==> src/rtl/lut3_settle_seq.sv <==
// rtl/lut3_settle_seq.sv - runtime-loadable truth-table gate with settling output filter
module lut3_settle_seq #(
  parameter int                      NUM_IN        = 3,
  parameter int                      SETTLE_CYCLES = 4,
  parameter logic [(2**NUM_IN)-1:0]  INIT_TABLE    = 8'h8E
) (
  input  logic                       clk,
  input  logic                       rst_n,
  input  logic [NUM_IN-1:0]          in_bits,
  input  logic                       cfg_valid,
  output logic                       cfg_ready,
  input  logic                       cfg_bit,
  input  logic                       cfg_last,
  output logic                       cfg_done,
  output logic                       cfg_err,
  output logic [(2**NUM_IN)-1:0]     table_q,
  output logic                       out,
  output logic                       out_changed
);

  localparam int              TBL_W      = 2**NUM_IN;
  localparam int              CW         = NUM_IN + 1;
  localparam logic [7:0]      SETTLE_MAX = 8'(SETTLE_CYCLES - 1);
  localparam logic [CW-1:0]   LAST_IDX   = CW'(TBL_W - 1);

  typedef enum logic [1:0] {IDLE, LOAD, COMMIT} cfg_state_t;

  cfg_state_t         state, state_nxt;
  logic [NUM_IN-1:0]  in_q;
  logic [7:0]         settle_cnt;
  logic [TBL_W-1:0]   shadow;
  logic [CW-1:0]      bit_cnt;
  logic               accept;
  logic               at_last_idx;
  logic               beat_bad;
  logic               beat_commit;
  logic               eval;

  assign accept      = cfg_valid && cfg_ready;
  assign at_last_idx = (bit_cnt == LAST_IDX);
  // A beat is malformed when cfg_last disagrees with whether it is the final table bit.
  assign beat_bad    = accept && (cfg_last != at_last_idx);
  assign beat_commit = accept && cfg_last && at_last_idx;
  assign eval        = table_q[in_q];

  // Config FSM state register.
  always_ff @(posedge clk or negedge rst_n) begin
    if (!rst_n) state <= IDLE;
    else        state <= state_nxt;
  end

  // Config FSM next-state: collect beats, commit on a well-formed last beat, abort on a bad one.
  always_comb begin
    state_nxt = state;
    case (state)
      IDLE, LOAD: begin
        if (beat_commit)   state_nxt = COMMIT;
        else if (beat_bad) state_nxt = IDLE;
        else if (accept)   state_nxt = LOAD;
      end
      COMMIT:  state_nxt = IDLE;
      default: state_nxt = IDLE;
    endcase
  end

  // Config FSM outputs: beats are refused only during the single commit cycle.
  always_comb begin
    cfg_ready = 1'b1;
    if (state == COMMIT) cfg_ready = 1'b0;
  end

  // Shadow table assembly and atomic commit into the active table.
  always_ff @(posedge clk or negedge rst_n) begin
    if (!rst_n) begin
      table_q  <= INIT_TABLE;
      shadow   <= '0;
      bit_cnt  <= '0;
      cfg_done <= 1'b0;
      cfg_err  <= 1'b0;
    end else begin
      cfg_done <= 1'b0;
      cfg_err  <= 1'b0;
      if (state == COMMIT) begin
        table_q  <= shadow;
        bit_cnt  <= '0;
        cfg_done <= 1'b1;
      end else if (beat_bad) begin
        shadow   <= '0;
        bit_cnt  <= '0;
        cfg_err  <= 1'b1;
      end else if (accept) begin
        shadow[bit_cnt[NUM_IN-1:0]] <= cfg_bit;
        bit_cnt                     <= bit_cnt + 1'b1;
      end
    end
  end

  // Input capture and settling filter; a commit restarts settling against the new table.
  always_ff @(posedge clk or negedge rst_n) begin
    if (!rst_n) begin
      in_q        <= '0;
      settle_cnt  <= '0;
      out         <= INIT_TABLE[0];
      out_changed <= 1'b0;
    end else begin
      in_q        <= in_bits;
      out_changed <= 1'b0;
      if (state == COMMIT) begin
        settle_cnt <= '0;
      end else if (eval == out) begin
        settle_cnt <= '0;
      end else if (settle_cnt == SETTLE_MAX) begin
        out         <= eval;
        settle_cnt  <= '0;
        out_changed <= 1'b1;
      end else begin
        settle_cnt <= settle_cnt + 8'd1;
      end
    end
  end

endmodule
==> config.mk <==
export PLATFORM = sky130hd
export DESIGN_NAME = lut3_settle_seq
export DESIGN_NICKNAME = d
export VERILOG_FILES = /design/src/rtl/lut3_settle_seq.sv
export SDC_FILE = /design/constraint.sdc
export NUM_CORES = 1
export LEC_CHECK = 0
export CAP_MARGIN = 30
export CORE_MARGIN = 10
export CORE_UTILIZATION = 40
export CTS_BUF_LIST = sky130_fd_sc_hd__clkbuf_4
export CTS_CLUSTER_SIZE = 25
export DETAILED_ROUTE_END_ITERATION = 10
export RECOVER_POWER = 50
export SLEW_MARGIN = 20
export SYNTH_ARGS = -nofsm -noshare
export SYNTH_HDL_FRONTEND = slang
export SYNTH_SLANG_ARGS = --single-unit
==> constraint.sdc <==
create_clock -name clk -period 2.9 [get_ports clk]
set_clock_uncertainty 0.2 [all_clocks]
set_input_delay 0.58 -clock clk [delete_from_list [all_inputs] [get_ports clk]]
set_output_delay 0.58 -clock clk [all_outputs]
set_load 0.005 [all_outputs]
# Word level (Yosys, flattened, before mapping)
# Index checks and enable logic that the tools add are counted.
# Widths: inputs -> output; s select.
[op_classes] n_eq_ne=7 order_cmp=3 add_sub_neg=2 bitwise=2 reduce_logical=11 muxes=24
[ops] operator="$mux 8" count=5
[ops] operator="$mux 4" count=3
[ops] operator="$mux 1" count=9
[ops] operator="$add 8x1->8 const B" count=1
[ops] operator="$bwmux 8" count=1
[ops] operator="$eq 8x2->1 const B" count=1
[ops] operator="$lt 3x4->1 const B" count=2
[ops] operator="$mux 2" count=4
[ops] operator="$logic_and 1x1->1" count=5
[ops] operator="$add 4x1->4 const B" count=1
[ops] operator="$eq 4x3->1 const B" count=1
[ops] operator="$ne 4x4->1 const B" count=1
[ops] operator="$bmux 1 s3" count=1
[ops] operator="$demux 1 s3" count=1
[ops] operator="$ge 3x1->1 const B" count=1
[ops] operator="$reduce_and 3->1" count=1
[ops] operator="$reduce_bool 3->1" count=1
[ops] operator="$eq 2x1->1 const B" count=1
[ops] operator="$eq 2x2->1 const B" count=1
[ops] operator="$logic_not 2->1" count=1
[ops] operator="$not 1->1" count=2
[ops] operator="$reduce_and 2->1" count=1
[ops] operator="$reduce_bool 2->1" count=1
[ops] operator="$reduce_or 2->1" count=1
[ops] operator="2 further kinds" count=2
[totals] inputBits=8 ff_bits=37 wordCells=59 output_inout_bits=13

# Logic depth before layout (Yosys ltp)
[depth] ltp_word=7 depth_mapped=6 depth_no_buf=5

# Worst setup path before layout
# No wires, ideal clock.
[synth_path] path_kind="input to register" from="input cfg_valid" to="register shadow[2]" cell_stages=5 path_slack_ns=0.998 arrival_ns=1.566 t_required_ns=2.564 setup_time_ns=0.136 n_path_buf=1 path_cell_list="clkbuf_1 -> inv_1 -> nor4_1 -> mux2i_1 -> nor2_1"
[synth_via] elab_chain_cells=4 word_cells_on_any_way=5 cone_classes="1 x mux; 4 x reduce/logical"
[synth_rtl] element="from (decl)" line="10" text="input logic cfg_valid,"
[synth_rtl] element="$logic_and 1x1->1 *" line="39" text="assign accept = cfg_valid && cfg_ready;"
[synth_rtl] element="$logic_and 1x1->1" line="42" text="assign beat_bad = accept && (cfg_last != at_last_idx);"
[synth_rtl] element="$reduce_bool 2->1 (no source line)"
[synth_rtl] element="$reduce_and 2->1 (no source line)"
[synth_rtl] element="to (signal, indexed assignment)" line="92" text="shadow[bit_cnt[NUM_IN-1:0]] <= cfg_bit;"
[synth_rtl] element="to (decl)" line="31" text="logic [TBL_W-1:0] shadow;"
# Every way passes the cells marked *; elsewhere a longest branch is shown, timed or not.
# A chain may end at the register's enable or synchronous reset.

# Worst setup path after layout
[layout_path] from="register state[1]" to="output cfg_ready"
[layout_via] elab_chain_cells=2
[layout_rtl] element="from (decl)" line="28" text="cfg_state_t state, state_nxt;"
[layout_rtl] element="from (signal assigned)" line="49" text="else state <= state_nxt;"
[layout_rtl] element="$eq 2x2->1" line="69" text="if (state == COMMIT) cfg_ready = 1'b0;"
[layout_rtl] element="$mux 1" line="69"
[layout_rtl] element="to (decl)" line="11" text="output logic cfg_ready,"
# Every way passes these cells.

==> summary.md <==
| Metric | Value |
|---|---|
| Yosys warning total | `0` |
| Min Clock Period, post-route | `2310 ps` |
| Initial antenna violation count | `0` |
| Worst R2R Path Depth | `5` |
| WL met2 | `roughly 1800 µm` |
| MaxCap Viol Count | `1` |
| Switching Fraction | `around 28%` |
| Top Ports | `21` |
| P_leak | `between 0.9 and 1 nW` |
| Die height | `about 86 µm` |
| Syn Area/Cell | `around 10 µm²` |
| Hold Path Class | `reg -> reg` |
| TritonCTS Buffers | `5` |
| CP Max Fanout | `3` |
| Syn Inst Count | `around 170` |
| Layout area overhead | `18.0%` |
| Vias per inst | `approximately 5.3` |
| Floorplan row count | `23` |
| Comb power frac | `17.3%` |
| CP required | `2120 ps` |
| R2r startpoint | `state[0]` |
| Highest metal used | `met4` |
| Max Freq | `about 430 MHz` |
| DRC | `0` |
| Hold depth | `1` |
| Final Cycle Share | `between 70 and 80%` |
| VDD IR-drop max | `0.457 mV` |
| Final net count | `204` |
| First-iteration detailed-routing DRC count | `just over 60` |
| Hpwl dp | `between 2000 and 3000 µm` |
| Post-route ant nets | `0` |
| Endpoints failing setup | `0` |
| Per-cell routed wire length | `14.7 µm` |
| Fin. Hold Viols | `0` |
| Min-delay src | `state[1]` |
| Worst Setup Path Type | `reg -> out` |
| Slew margin rel. | `-28.2%` |
| Internal | `851 µW` |
| GP Congestion | `between 0.8 and 0.9` |
| DR pass1 iterations | `4` |
| Clk root buf | `clkbuf_4` |
| First-pass GRT wire length | `roughly 6300 µm` |
| Buffers on Ports | `20` |
| Crit path from | `state[1]` |
| Worst-Margin Slew | `1920 ps` |
| Sw power | `around 330 µW` |
| RSZ-0062 raised after global routing | `false` |
| Sequential cell area fraction in the yosys report | `approximately 53%` |
| Crit path launch type | `flip-flop` |
| Proportion of layout cells with a drive suffix above 1 | `9.28%` |
| Vias in the first global route | `~1400` |
| Metal3 WL | `between 100 and 150 µm` |
| Total track usage | `10.4%` |
| CTS tree | `done` |
| Final Core Density | `about 50%` |
| Max Transition Viols Final | `38` |
| Area of the core | `between 4000 and 5000 µm²` |
| Detailed Route WL | `roughly 3600 µm` |
| Flop pwr share | `between 50% and 60%` |
| Post-Syn Nets | `180` |
| WP data arrival | `1530 ps` |
| Hold buffer count at CTS | `0` |
| Pwr/cell area | `approximately 570 nW/µm²` |
| Largest net degree at the start of global routing | `38` |
| Met1 WL | `1560 µm` |
| Clock sinks | `37` |
| # diodes | `0` |
| Synth Cell Area | `1740 µm²` |
| Violated checks | `capacitance limit, slew limit` |
| Initial core utilization | `between 40% and 50%` |
| Flops & latches, synth | `37` |
| PostCTS Resize Cnt | `0` |
| Fill count | `~380` |
| Post-CTS setup buffers | `0` |
| H-tree Lvls | `2` |
| Clock Power Share | `29.8%` |
| Max Buffers Root-to-Sink | `2` |
| Die W | `86.0 µm` |
| Status | `complete, but fails checks` |
| Cell variety after synth | `37` |
| Clk_lat worst skew | `about 340 ps` |
| Grt ovf | `0` |
| Clock slew at reported path FFs | `about 100 ps` |
| Routed vias | `roughly 1300` |
| Die area | `between 7000 and 8000 µm²` |
| Setup tns final | `0 ps` |
| Crit. End Element | `output pin` |
-- final timing paths --
kind                            endpoint  slack, ps
setup / recovery               cfg_ready        590
hold / removal                  state[0]        260
setup reg to reg               shadow[1]        750
hold reg to reg                 state[0]        260
max in group asynchronous     bit_cnt[1]        840
min in group asynchronous  settle_cnt[0]        560
-- routing by layer --
layer  vias to the layer above  GRT usage (%)
li1                        641              -
met2                        19           17.8
met3                         9           2.84
met4                         0           5.54
met5                         -              0
met1                       625           11.5
-- cell type report --
| type | instances | area, µm² | share of cell area, % |
|---|---|---|---|
| clock buffers | 6 | 45.0 | 2.19 |
| clock inverters | 2 | 33.8 | 1.64 |
| inverters | 4 | 15.0 | 0.731 |
| multi-input cells | 122 | 754 | 36.7 |
| flip-flops and latches | 37 | 931 | 45.3 |
| well taps | 50 | 62.6 | 3.05 |
| repair buffers | 23 | 213 | 10.4 |
-- cell usage in the layout (no fill, tap or decap), drive strengths merged, types with 3 or more instances in the layout --
cell           count
o21ai              5
xnor2              3
nor4               3
nor3b              3
xor2               5
nor3               3
mux2               3
clkdlybuf4s50     16
a22o               4
a21oi              7
nand4              3
dfrtp             33
mux2i              4
nand3              5
dlygate4sd3        3
a211oi             8
nand2b             3
nand2             36
nor2               9
ha                 3
clkbuf             8
nand3b             3
dfstp              4
inv                4
-- cell usage after synthesis --
cell	number	area, µm²
buf_4	1	7.51
xor2_1	5	43.8
clkbuf_1	3	11.3
and2b_1	1	7.51
nand3b_1	3	22.5
mux2i_1	4	40.0
a22o_1	4	35.0
inv_1	4	15.0
nor3b_1	2	15.0
nand2b_1	3	18.8
nor2_1	9	33.8
o22ai_1	1	6.26
xnor2_1	3	26.3
buf_6	2	22.5
ha_1	3	37.5
o41ai_1	1	8.76
nor2b_1	2	12.5
a211oi_1	8	60.1
dfstp_2	4	105
nand4_1	3	18.8
and3_1	2	12.5
or4_4	1	11.3
a2111oi_1	1	10.0
and4_1	1	8.76
o21ai_0	5	25.0
nand2_1	36	135
dfrtp_1	33	826
nor3_1	3	15.0
a21oi_1	7	35.0
mux2_1	1	11.3
nand3_1	5	25.0
nand4b_1	1	8.76
o31ai_2	1	12.5
nor4_1	3	18.8
mux2_2	1	11.3
mux2_4	1	15.0
nor3b_2	1	12.5
-- worst max-delay path: stages, from the launching register on --
cell	delay (ps)
dfrtp_1	400
and2b_1	170
inv_1	90
clkdlybuf4s50_1	530
-- kinds of logic after synthesis --
logic type / share of synthesized area, %
xor gates and xnor gates: 4.02
DFF: 53.4
and+or+nand+nor: 21.6
AOI/OAI and AO/OA: 11.1
adders and majority gates: 2.16
buffers and inverters: 3.23
muxes: 4.45
-- flip-flops by register name, summed over array words and instances (netlist names) --
register     count
out              1
shadow           8
cfg_done         1
bit_cnt          4
cfg_err          1
state            2
settle_cnt       8
table_q          8
out_changed      1
in_q             3
-- power by group through the flow --
stage / clock network (mW) / logic (mW) / registers, mW
floorplan: 0 / 0.149 / 0.614
global placement: 0 / 0.201 / 0.627
detailed placement: 0 / 0.208 / 0.634
CTS: 0.367 / 0.208 / 0.624
global route: 0.390 / 0.233 / 0.635
finish: 0.352 / 0.204 / 0.625
-- metrics by stage --
stage | instances | hold WS (ps) | total power, mW | area, µm² | setup slack [ps]
floorplan | 169 | 84.4 | 0.763 | 1740 | 998
detailed placement | 236 | 245 | 0.841 | 1980 | 615
global placement | 236 | 234 | 0.829 | 1980 | 649
finish | 244 | 255 | 1.18 | 2050 | 594
CTS | 244 | 137 | 1.20 | 2060 | 558
global route | 244 | 297 | 1.26 | 2050 | 470
Note: power is estimated with default switching activity, not from simulation.
